`config.mk`:
```
export PLATFORM = sky130hd
export DESIGN_NAME = fifo_wr_arbiter
export DESIGN_NICKNAME = d
export VERILOG_FILES = /design/src/rtl/fifo_wr_arbiter_pkg.sv /design/src/rtl/fifo_wr_arbiter_rr_pick.sv /design/src/rtl/fifo_wr_arbiter.sv
export SDC_FILE = /design/constraint.sdc
export NUM_CORES = 1
export LEC_CHECK = 0
export ABC_AREA = 1
export CORE_MARGIN = 3
export CORE_UTILIZATION = 45
export CTS_CLUSTER_SIZE = 20
export DETAILED_ROUTE_END_ITERATION = 12
export GPL_TIMING_DRIVEN = 0
export HOLD_SLACK_MARGIN = 0.1
export PLACE_DENSITY = 0.86
export SLEW_MARGIN = 20
export SYNTH_ARGS = -nofsm -noshare
export SYNTH_HDL_FRONTEND = slang
export SYNTH_HIERARCHICAL = 1
export SYNTH_SLANG_ARGS = --single-unit
```
`constraint.sdc`:
```
create_clock -name clk -period 5.1 [get_ports clk]
set_input_delay 1.53 -clock clk [delete_from_list [all_inputs] [get_ports clk]]
set_output_delay 1.53 -clock clk [all_outputs]
set_load 0.005 [all_outputs]
```
`src/rtl/fifo_wr_arbiter_pkg.sv`:
```
// ============================================================================
// Module      : fifo_wr_arbiter_pkg
// Description : Shared state encoding and default widths for the FIFO write
//               arbiter and the FIFO wrapper.
// Revision    : 1.0 - initial release
// ============================================================================
`default_nettype none

package fifo_wr_arbiter_pkg;

  typedef enum logic [0:0] {
    ST_IDLE  = 1'b0,
    ST_BURST = 1'b1
  } arb_state_e;

  localparam int C_DEF_NREQ  = 4;
  localparam int C_DEF_WIDTH = 8;
  localparam int C_DEF_BURST = 4;

endpackage

`default_nettype wire

```
`src/rtl/fifo_wr_arbiter_rr_pick.sv`:
```
// ============================================================================
// Module      : rr_pick
// Description : Combinational rotating priority encoder; returns the first set
//               request at or after start, wrapping cyclically.
// Revision    : 1.0 - initial release
// ============================================================================
`default_nettype none

module rr_pick #(
  parameter  int N  = 4,
  localparam int IW = $clog2(N)
) (
  input  logic [N-1:0]  req,
  input  logic [IW-1:0] start,
  output logic          hit,
  output logic [IW-1:0] idx
);

  localparam logic [IW:0] C_N = (IW+1)'(N);

  logic [2*N-1:0] w_dbl;
  logic [N-1:0]   w_rot;
  logic [IW:0]    w_sum;

  // Rotating the doubled vector puts index 'start' at bit 0.
  assign w_dbl = {req, req} >> start;
  assign w_rot = w_dbl[N-1:0];

  always_comb begin
    hit   = 1'b0;
    idx   = '0;
    w_sum = '0;
    for (int k = N - 1; k >= 0; k--) begin
      if (w_rot[k]) begin
        hit   = 1'b1;
        w_sum = {1'b0, start} + (IW+1)'(k);
        idx   = (w_sum >= C_N) ? IW'(w_sum - C_N) : IW'(w_sum);
      end
    end
  end

endmodule

`default_nettype wire

```
`src/rtl/fifo_wr_arbiter.sv`:
```
// ============================================================================
// Module      : fifo_wr_arbiter
// Description : Round-robin arbiter sharing the async FIFO write port among
//               NREQ producers, with bounded bursts and full gating.
// Revision    : 1.0 - initial release
// ============================================================================
`default_nettype none

module fifo_wr_arbiter
  import fifo_wr_arbiter_pkg::*;
#(
  parameter  int NREQ  = C_DEF_NREQ,
  parameter  int WIDTH = C_DEF_WIDTH,
  parameter  int BURST = C_DEF_BURST,
  localparam int IDW   = $clog2(NREQ)
) (
  input  logic                  clk,
  input  logic                  rst,
  input  logic [NREQ-1:0]       req,
  input  logic [NREQ*WIDTH-1:0] req_data,
  output logic [NREQ-1:0]       gnt,
  input  logic                  full,
  output logic                  signal_write,
  output logic [WIDTH-1:0]      write_data,
  output logic                  busy,
  output logic [IDW-1:0]        owner
);

  localparam int             CW      = $clog2(BURST + 1);
  localparam logic [CW-1:0]  C_BURST = CW'(BURST);
  localparam logic [IDW-1:0] C_LAST  = IDW'(NREQ - 1);

  function automatic logic [IDW-1:0] f_next_idx(input logic [IDW-1:0] idx);
    return (idx == C_LAST) ? '0 : idx + 1'b1;
  endfunction

  arb_state_e     r_state,  w_state_nxt;
  logic [IDW-1:0] r_rr_ptr, w_rr_nxt;
  logic [IDW-1:0] r_owner,  w_owner_nxt;
  logic [CW-1:0]  r_cnt,    w_cnt_nxt;
  logic [NREQ-1:0] w_gnt;
  logic            w_pick_hit;
  logic [IDW-1:0]  w_pick_idx;

  rr_pick #(
    .N (NREQ)
  ) u_pick (
    .req   (req),
    .start (r_rr_ptr),
    .hit   (w_pick_hit),
    .idx   (w_pick_idx)
  );

  always_ff @(posedge clk) begin
    if (rst) begin
      r_state  <= ST_IDLE;
      r_rr_ptr <= '0;
      r_owner  <= '0;
      r_cnt    <= '0;
    end else begin
      r_state  <= w_state_nxt;
      r_rr_ptr <= w_rr_nxt;
      r_owner  <= w_owner_nxt;
      r_cnt    <= w_cnt_nxt;
    end
  end

  // Grants are same-cycle so a full FIFO can never be overrun.
  always_comb begin
    w_gnt       = '0;
    w_state_nxt = r_state;
    w_rr_nxt    = r_rr_ptr;
    w_owner_nxt = r_owner;
    w_cnt_nxt   = r_cnt;
    if (!rst && !full) begin
      case (r_state)
        ST_IDLE: begin
          if (w_pick_hit) begin
            w_gnt[w_pick_idx] = 1'b1;
            w_owner_nxt       = w_pick_idx;
            w_cnt_nxt         = CW'(1);
            if (BURST > 1) begin
              w_state_nxt = ST_BURST;
            end else begin
              w_rr_nxt = f_next_idx(w_pick_idx);
            end
          end
        end
        ST_BURST: begin
          if (req[r_owner]) begin
            w_gnt[r_owner] = 1'b1;
            w_cnt_nxt      = r_cnt + 1'b1;
            if (w_cnt_nxt == C_BURST) begin
              w_state_nxt = ST_IDLE;
              w_rr_nxt    = f_next_idx(r_owner);
            end
          end else begin
            w_state_nxt = ST_IDLE;
            w_rr_nxt    = f_next_idx(r_owner);
          end
        end
        default: w_state_nxt = ST_IDLE;
      endcase
    end
  end

  logic [WIDTH-1:0] w_slice [NREQ];
  logic [WIDTH-1:0] w_wdata;

  for (genvar gi = 0; gi < NREQ; gi++) begin : g_slice
    assign w_slice[gi] = w_gnt[gi] ? req_data[gi*WIDTH +: WIDTH] : '0;
  end

  always_comb begin
    w_wdata = '0;
    for (int i = 0; i < NREQ; i++) begin
      w_wdata = w_wdata | w_slice[i];
    end
  end

  assign gnt          = w_gnt;
  assign signal_write = |w_gnt;
  assign write_data   = w_wdata;
  assign busy         = (r_state == ST_BURST);
  assign owner        = r_owner;

endmodule

`default_nettype wire
```
; ---- Yosys cells after proc, flatten, opt, wreduce, memory -nomap -nowiden
; Index checks and enable logic that the tools add are counted.
[totals]
ram_bits = 0
register_bits = 8
out_inout_bits = 16
input_bits = 39
elab_cells = 77
n_memories = 0
latch_bits = 0
romBits = 0
[classes]
bitwise = 4
n_div = 0
n_lt_le_gt_ge = 8
shifts = 1
reduce_logical = 9
mux = 37
n_mul = 0
eq_ne = 5
n_addsub = 9
[op_table]
columns = operator, n
row1 = 8-bit 2-to-1 mux, 4
row2 = 2-bit 2-to-1 mux, 12
row3 = 8-bit OR, 3
row4 = 4-bit 2-to-1 mux, 3
row5 = 1-bit 2-to-1 mux, 10
row6 = 3-bit >= comparator (second input constant), 3
row7 = 3-bit AND reduction, 3
row8 = 4-bit case mux with 2 select lines, 1
row9 = 8-bit by 2-bit >> shifter with 4-bit output, 1
row10 = 2-bit by 1-bit subtractor with 2-bit output (second input constant), 4
row11 = 2-bit by 2-bit adder with 3-bit output (second input constant), 2
row12 = 2-bit by 3-bit less-than comparator with 1-bit output (second input constant), 2
row13 = 3-bit 2-to-1 mux, 2
row14 = 3-bit case mux with 2 select lines, 1
row15 = 1-bit demux with 2-bit select, 2
row16 = 2-bit by 1-bit >= comparator with 1-bit output (second input constant), 2
row17 = 2-bit by 1-bit inequality test with 1-bit output (second input constant), 2
row18 = 4-bit OR reduction, 1
row19 = 2-bit by 1-bit adder with 3-bit output (second input constant), 1
row20 = 3-bit by 1-bit adder with 3-bit output (second input constant), 1
row21 = 3-bit == test (second input constant), 1
row22 = 2-bit by 3-bit >= comparator with 1-bit output (second input constant), 1
row23 = 1-bit logical AND, 3
row24 = 3-bit by 2-bit inequality test with 1-bit output (second input constant), 1
row25 = 6 further kinds, 7

; ---- Longest topological paths before layout
; Gate-level depths: netlist (run 1).
[depth]
depth_word = 18
ltp_mapped = 17
ltp_nobuf = 16

; ---- Hierarchy
; Netlist (run 1), hierarchy kept.
[modules_own_cells]
columns = module, n_inst, area_per_inst_um2, cells_each
row1 = fifo_wr_arbiter, 1, 972.2, 166
row2 = rr_pick, 1, 242.7, 46

; ---- Worst setup path before layout (run 1)
; Ideal clock, no wire load.
[synth_timing]
path_type = input -> output
from = input port req[0]
to = output port write_data[0]
t_arrival_ps = 2580
path_slack_ps = 990
path_stages = 15
path_cell_list = nand2_1 > nand2_2 > nand2_2 > nand2_1 > nor2_1 > o21ai_1 > nand2_1 > nand2_1 > inv_1 > nand4_1 > nand2_4 > nand2_1 > nand2_1 > inv_1 > nand2_1
[synth_between]
elab_chain_cells = 16
elab_cells_between_ends = 27
classes_between = 2 x order compare / 1 x shift / 20 x mux / 3 x bitwise / 1 x reduce/logical
[synth_rtl]
columns = element, line
row1 = "start, declared", fifo_wr_arbiter.sv:19  ; input logic [NREQ-1:0] req,
row2 = 8-bit by 2-bit >> shifter with 4-bit output *, fifo_wr_arbiter_rr_pick.sv:26  ; assign w_dbl = {req, req} >> start;
row3 = 2-bit 2-to-1 mux (3 in series), fifo_wr_arbiter_rr_pick.sv:34  ; if (w_rot[k]) begin
row4 = 2-bit 2-to-1 mux *, fifo_wr_arbiter_rr_pick.sv:34
row5 = via w_pick_idx[1], fifo_wr_arbiter.sv:43  ; logic [IDW-1:0] w_pick_idx;
row6 = 2-bit by 3-bit less-than comparator with 1-bit output (implied by the code) / 2-bit by 1-bit >= comparator with 1-bit output (equally long branches), fifo_wr_arbiter.sv:79  ; w_gnt[w_pick_idx] = 1'b1;
row7 = 1-bit logical AND (implied by the code), fifo_wr_arbiter.sv:79
row8 = 1-bit 2-to-1 mux (implied by the code), fifo_wr_arbiter.sv:79
row9 = 1-bit demux with 2-bit select *, fifo_wr_arbiter.sv:79
row10 = 4-bit 2-to-1 mux *, fifo_wr_arbiter.sv:78  ; if (w_pick_hit) begin
row11 = 4-bit case mux with 2 select lines *, fifo_wr_arbiter.sv:76  ; case (r_state)
row12 = 4-bit 2-to-1 mux *, fifo_wr_arbiter.sv:75  ; if (!rst && !full) begin
row13 = via gnt[1], fifo_wr_arbiter.sv:21  ; output logic [NREQ-1:0] gnt,
row14 = 8-bit 2-to-1 mux *, fifo_wr_arbiter.sv:111  ; assign w_slice[gi] = w_gnt[gi] ? req_data[gi*WIDTH +: WIDTH] : '0;
row15 = 8-bit OR * (3 in series), fifo_wr_arbiter.sv:117  ; w_wdata = w_wdata | w_slice[i];
row16 = "end, declared", fifo_wr_arbiter.sv:24  ; output logic [WIDTH-1:0] write_data,
; The timed path passes the listed nets; every way through them passes the cells marked *. The select of a mux whose other input is x is not followed.

; ---- Worst setup path after layout (run 1)
[layout_timing]
from = input port req[3]
to = output port write_data[1]
[layout_between]
elab_cells_between_ends = 27
classes_between = 2 x order compare / 1 x shift / 20 x mux / 3 x bitwise / 1 x reduce/logical
[layout_rtl]
columns = element, line
row1 = 8-bit by 2-bit >> shifter with 4-bit output *, fifo_wr_arbiter_rr_pick.sv:26
row2 = 1-bit 2-to-1 mux (3 in series), fifo_wr_arbiter_rr_pick.sv:34
row3 = 1-bit 2-to-1 mux *, fifo_wr_arbiter_rr_pick.sv:34
row4 = via w_pick_hit, fifo_wr_arbiter.sv:42  ; logic w_pick_hit;
row5 = 4-bit 2-to-1 mux *, fifo_wr_arbiter.sv:78
row6 = 4-bit case mux with 2 select lines *, fifo_wr_arbiter.sv:76
row7 = 4-bit 2-to-1 mux *, fifo_wr_arbiter.sv:75
row8 = 8-bit 2-to-1 mux, fifo_wr_arbiter.sv:111
row9 = 8-bit OR (2 in series), fifo_wr_arbiter.sv:117
row10 = 8-bit OR *, fifo_wr_arbiter.sv:117
; Marked as above.

==> results of run 1 <==
==> metal layers <==
layer  share of wire [%]  track usage (%)  vias up  wire length (µm)
li1                    -                -      805                 -
met1                  47             27.9      637              1620
met2                  47             31.8       39              1630
met3                 4.7             2.23        6               162
met4                 1.7             7.62        0                59
met5                   0                0        -                 0
==> Yosys cell counts, drive strengths merged <==
cell,n
dfxtp,8
xor2,1
ha,6
nor2,11
a21boi,1
nand3b,1
buf,5
a21oi,9
inv,35
nand3,48
xnor2,1
nand2,78
nand4,4
o21ai,4
==> layout make-up <==
cell class / count / area share (%)
Buffer: 5 / 2.13
Clock buffer: 3 / 1.20
Inverter: 35 / 7.27
Multi-Input combinational cell: 164 / 48.7
Sequential cell: 8 / 8.53
Tap cell: 30 / 2.00
Timing Repair Buffer: 59 / 30.1
==> flip-flops by register name, indices dropped and copies added, names as in the netlist <==
signal	cells
busy	1
owner	2
r_cnt	3
r_rr_ptr	2
==> worst paths after layout <==
check / end / slack (ns) / cells after the start
max: write_data[1] / 0.15 / 17
min: r_rr_ptr[0] / 0.48 / 2
max reg2reg: r_cnt[1] / 3.22 / 12
min reg2reg: r_rr_ptr[0] / 0.48 / 2
==> worst register-to-register path: stages, from the launching register on <==
cell and delay (ns):
dfxtp_1 0.52, inv_2 0.12, nand3_2 0.10, nand2_2 0.06, a21oi_1 0.12, nand4_1 0.15, nand2_2 0.10, buf_4 0.11
nor2_1 0.04, inv_1 0.17, nand2_1 0.12, nand3_1 0.09, a21oi_1 0.06
==> where the power goes <==
| part | switching (W) | internal [W] |
|---|---|---|
| Clock | 0.0000191 | 0.0000268 |
| Combinational | 0.0000673 | 0.0000688 |
| Sequential | 0.00000416 | 0.0000656 |
| Total | 0.0000906 | 0.000161 |
==> per-stage QoR <==
| stage | TNS, ns | utilization [%] | hold WS (ns) | setup slack (ns) | cell area [µm²] |
|---|---|---|---|---|---|
| 6_report | 0 | 74.4 | 0.478 | 0.154 | 1880 |
| 3_5_place_dp | -2.30 | 71.1 | 0.480 | -0.241 | 1790 |
| 2_1_floorplan | 0 | - | 0.446 | 0.990 | 1210 |
| 4_1_cts | 0 | 72.4 | 0.487 | 0.0423 | 1830 |
| 3_3_place_gp | -2.20 | 71.1 | 0.471 | -0.240 | 1790 |
| 5_1_grt | -0.0673 | 74.4 | 0.506 | -0.0277 | 1880 |
==> layout by cell type, fill, tap and decap left out, types with 2 or more instances in the layout <==
cell type | Yosys | final
nand2_1 | 62 | 57
clkdlybuf4s50_1 | 0 | 47
nand3_1 | 45 | 42
inv_1 | 30 | 28
nand2_2 | 11 | 15
nor2_1 | 10 | 10
dfxtp_1 | 8 | 8
a21oi_1 | 8 | 7
inv_2 | 4 | 6
buf_4 | 1 | 6
nand2_4 | 5 | 6
ha_1 | 6 | 6
nand3_2 | 2 | 5
nand4_1 | 4 | 4
clkbuf_2 | 0 | 4
o21ai_0 | 3 | 3
clkbuf_4 | 0 | 3
dlymetal6s2s_1 | 0 | 3
buf_6 | 2 | 2
a21oi_2 | 1 | 2
buf_2 | 2 | 2
==> cell families (layout without fill, tap and decap cells) <==
logic type / Yosys count / count (layout) / share of synthesized area, %
buffers and inverters: 40 / 102 / 14.5
adders and majority gates: 6 / 6 / 6.18
and+or+nand+nor: 142 / 142 / 58.4
AOI/OAI and AO/OA: 14 / 14 / 6.28
xor gates and xnor gates: 2 / 2 / 1.44
DFF: 8 / 8 / 13.2
==> repair_timing <==
item                                   CTS  global route
setup buffers                            0             5
setup endpoints to repair               13            10
pin swaps                                4             6
resized for setup                        9            20
endpoints found under the hold margin    0             0
==> out/qor.yml, run 1 <==
grt_max_degree: 11
peakVddDrop_mv: 0.148
slowest_delay_ns: 0.49
n_antenna_cell: 0
coreArea_um2: 2520
worstMarginPinSlew_ns: 0.346
grt_usage_pct: 20.1
syn_inst: 212
max_freq_mhz: 202
cp_common_cell: "nand2_1"
path_delay_family: "buffers and inverters"
final-hold-violation-count: 0
multiInputGateArea_um2: 915
period_share_pct: 97.0
power_density_nw_per_um2: 134
relSlewSlack_pct: 76.9
drt-initial-drc-count: 37
cts-root-buf: "clkbuf_4"
drc_errors: 0
critical_path.startpoint_type: "input pin"
ys_types: 25
dpl.hpwl_um: 2750
syn_to_final_growth_pct: 54.5
worst_skew_pair.late_latency_ns: 0.25
grt_first_pass_wirelength_um: 5440
clkSinkCount: 8
dieArea_um2: 3360
post_synth.cell_area_avg_um2: 5.73
path_clk_slew_ns: 0.05
clock_skew_ns: 0.000914
grt_overflow: 0
worstSetupPathType: "input pin to output port"
gp_congestion: 0.811
post-place-cells: 296
critPathLaunch: "req[3]"
core.rowCount: 18
die_h_um: 58.0
instances_no_fill: 304
fin_crit_ns: 4.95
p_total_w: 0.000252
htreeDepth: 1
drive_above_1_share_pct: 20.1
cp_max_fo: 5
fillers: 218
syn_nets: 257
clock_path_buffers: 2
crit_arrival_ns: 3.42
hold_path_class: "flop to flop"
io_buffer_count: 54
drv_cap: 0
start_util_pct: 48.2
netlist.area_leader.share_pct: 19.2
dieWidth_um: 58.0
synth_warnings: 6
seq_area_um2: 160
cts_tree: "done"
grt_antenna_before_repair: 0
endpoint_kind: "output port"
hp-start: "r_rr_ptr[0]"
ant_nets: 0
num_vias: 1487
ys_top_cells_by_area: "nand2_1 (19%), nand3_1 (19%), dfxtp_1 (13%), inv_1 (9.3%), ha_1 (6.2%)"
crit_slowest_cell: "clkdlybuf4s50_1"
final_net_count: 321
ctsHoldBuffers: 0
status: "finished, final reports clean"
num_io_pins: 55
cts_buffers: 3
finalWirelength_um: 3470
yosys.area.top_type: "nand2_1"
grt_pass1_vias: 1247
cp.required_ns: 3.57
leakage_nw: 0.961
first_pass_iters: 4
ys_ff_latch: 8
cp_num_buf_inv: 7
synth_area_um2: 1210
slew_violations: 0
worstReg2RegStart: "r_rr_ptr[1]"
ys_seq_area_share_pct: 13.2
finalSetupViolCount: 0
vias_per_cell: 4.89
crit_chain: "clkbuf_2 > inv_1 > nand2_1 > nand3_2 > nand2_2 > inv_1 > nand4_1 > nand2_2 > inv_2 > nand4_1 > nand2_4 > buf_4 > nand2_1 > nand2_1 > inv_1 > nand2_1 > clkdlybuf4s50_1"
avgRoutedWirePerCell_um: 11.4
(Power assumes the default switching activity.)
==> run 2, diff against run 1 <==
Clock period 5.1 ns to 6.1 ns, I/O delays scaled along.
==> out/qor.yml, run 2 (synthesis gave the netlist of run 1 again) <==
rsz0062_at_grt: "no"
endpoint_kind: "output port"
hold_path_class: "flop to flop"
regMostFlops: "r_cnt"
min_path_cells: 2
slew_violations: 0
period_share_pct: 96.7
rrSetupSlack_ns: 4.33
avgRoutedWirePerCell_um: 10.9
cp_max_fo: 8
num_io_pins: 55
syn_to_final_growth_pct: 49.8
intPower_w: 0.000133
leakage_nw: 0.905
netSwitchingPower_w: 0.0000716
fillers: 224
final_common_cell: "nand2_1"
seq_area_um2: 160
grt_usage_pct: 19.8
relSlewSlack_pct: 79.3
dieWidth_um: 58.0
crit_arrival_ns: 4.07
first_pass_iters: 4
finalWirelength_um: 3270
p_clk_share_pct: 18.8
pwr-share-seq_pct: 28.5
final_net_count: 316
htreeDepth: 1
fin_crit_ns: 5.90
gp_congestion: 0.811
drt-initial-drc-count: 55
peakVddDrop_mv: 0.120
dieArea_um2: 3360
hp-start: "r_rr_ptr[0]"
start_util_pct: 48.2
grt_max_degree: 11
status: "finished, final reports clean"
grt_first_pass_wirelength_um: 5350
largest_reg_flops: 3
max_freq_mhz: 169
grt_antenna_before_repair: 0
critical_path.startpoint_type: "input pin"
power_density_nw_per_um2: 112
final-hold-violation-count: 0
layout_common_cells: "nand2_1 (62), clkdlybuf4s50_1 (52), nand3_1 (45), inv_1 (30), nand2_2 (11)"
clock_skew_ns: 0.000573
ant_nets: 0
fin_tns_setup_ns: 0
core.rowCount: 18
n_antenna_cell: 0
io_buffer_count: 54
worstMarginPinSlew_ns: 0.311
pre_cts_slack_ns: 0.159
p_sw_share_pct: 35.0
grt_overflow: 0
instances_no_fill: 299
die_h_um: 58.0
post-place-cells: 296
cts_tree: "done"
clock_path_buffers: 2
drive_above_1_share_pct: 13.0
hold_end: "r_rr_ptr[0]"
dpl.hpwl_um: 2750
cts-root-buf: "clkbuf_4"
worstReg2RegStart: "r_rr_ptr[1]"
coreArea_um2: 2520
num_vias: 1439
path_clk_slew_ns: 0.05
drv_cap: 0
cp.required_ns: 4.27
clkSinkCount: 8
multiInputGateArea_um2: 878
worst_skew_pair.late_latency_ns: 0.25
r2r_cells: 11
drc_errors: 0
critical_path.reg2reg.endpoint: "r_cnt[1]"
power_frac_comb_pct: 52.7
cts_buffers: 3
grt_pass1_vias: 1216
worstSetupPathType: "input pin to output port"
vias_per_cell: 4.81
finalSetupViolCount: 0
fin_ws_ns: 0.199
==> run 2: critical path, cell delays in order <==
cell and delay (ns):
clkdlybuf4s50_1 0.51, inv_1 0.06, nand2_1 0.09, nand3_1 0.10, nand2_1 0.10, inv_1 0.06
nand4_1 0.13, nand2_2 0.09, inv_2 0.08, nand3_1 0.15, nand2_4 0.15, nand3_1 0.07
nand2_1 0.06, inv_1 0.03, nand2_1 0.05, clkdlybuf4s50_1 0.52
==> run 2: stage by stage <==
| step | area (µm²) | hold WS, ns | power, W | utilization (%) |
|---|---|---|---|---|
| after global routing | 1820 | 0.506 | 0.000221 | 72.2 |
| after detailed placement | 1790 | 0.480 | 0.000167 | 71.1 |
| after global placement | 1790 | 0.471 | 0.000166 | 71.1 |
| after CTS | 1820 | 0.487 | 0.000207 | 72.0 |
| final | 1820 | 0.478 | 0.000204 | 72.2 |
| after floorplan | 1210 | 0.446 | 0.000114 | - |
==> run 2: timing repair <==
action,CTS,global route
buffers inserted,0,0
hold buffers,0,0
gates resized for setup,0,2
setup endpoints to repair,0,9
==> run 2: per-layer routing <==
metal | global-route usage [%] | routed length, µm | vias up
met3 | 2.23 | 152 | 8
met4 | 7.62 | 66 | 0
li1 | - | - | 791
met1 | 28.1 | 1580 | 605
met2 | 30.6 | 1470 | 35
met5 | 0 | 0 | -
==> run 2: how the worst max path moves through the flow <==
stage | startpoint | end | depth (start not counted)
after detailed placement | req[3] | write_data[7] | 16
after CTS | req[3] | write_data[7] | 16
after floorplan | req[0] | write_data[0] | 15
final | req[2] | write_data[7] | 16
after global placement | req[3] | write_data[7] | 16
after global routing | req[0] | write_data[5] | 16
==> run 2: cell type report <==
class | count | share of cell area (%)
inverter | 35 | 7.49
clock buffer | 3 | 1.24
sequential | 8 | 8.80
buffer | 5 | 2.20
tap | 30 | 2.06
timing repair buffer | 54 | 30.0
multi-input combinational | 164 | 48.2
==> run 2: power by group through the flow <==
stage	clock, W	combinational, W	sequential (W)
global placement	0	0.000107	0.0000592
global route	0.0000431	0.000119	0.0000586
detailed placement	0	0.000108	0.0000592
CTS	0.0000403	0.000108	0.0000582
floorplan	0	0.0000557	0.0000587
finish	0.0000383	0.000108	0.0000583
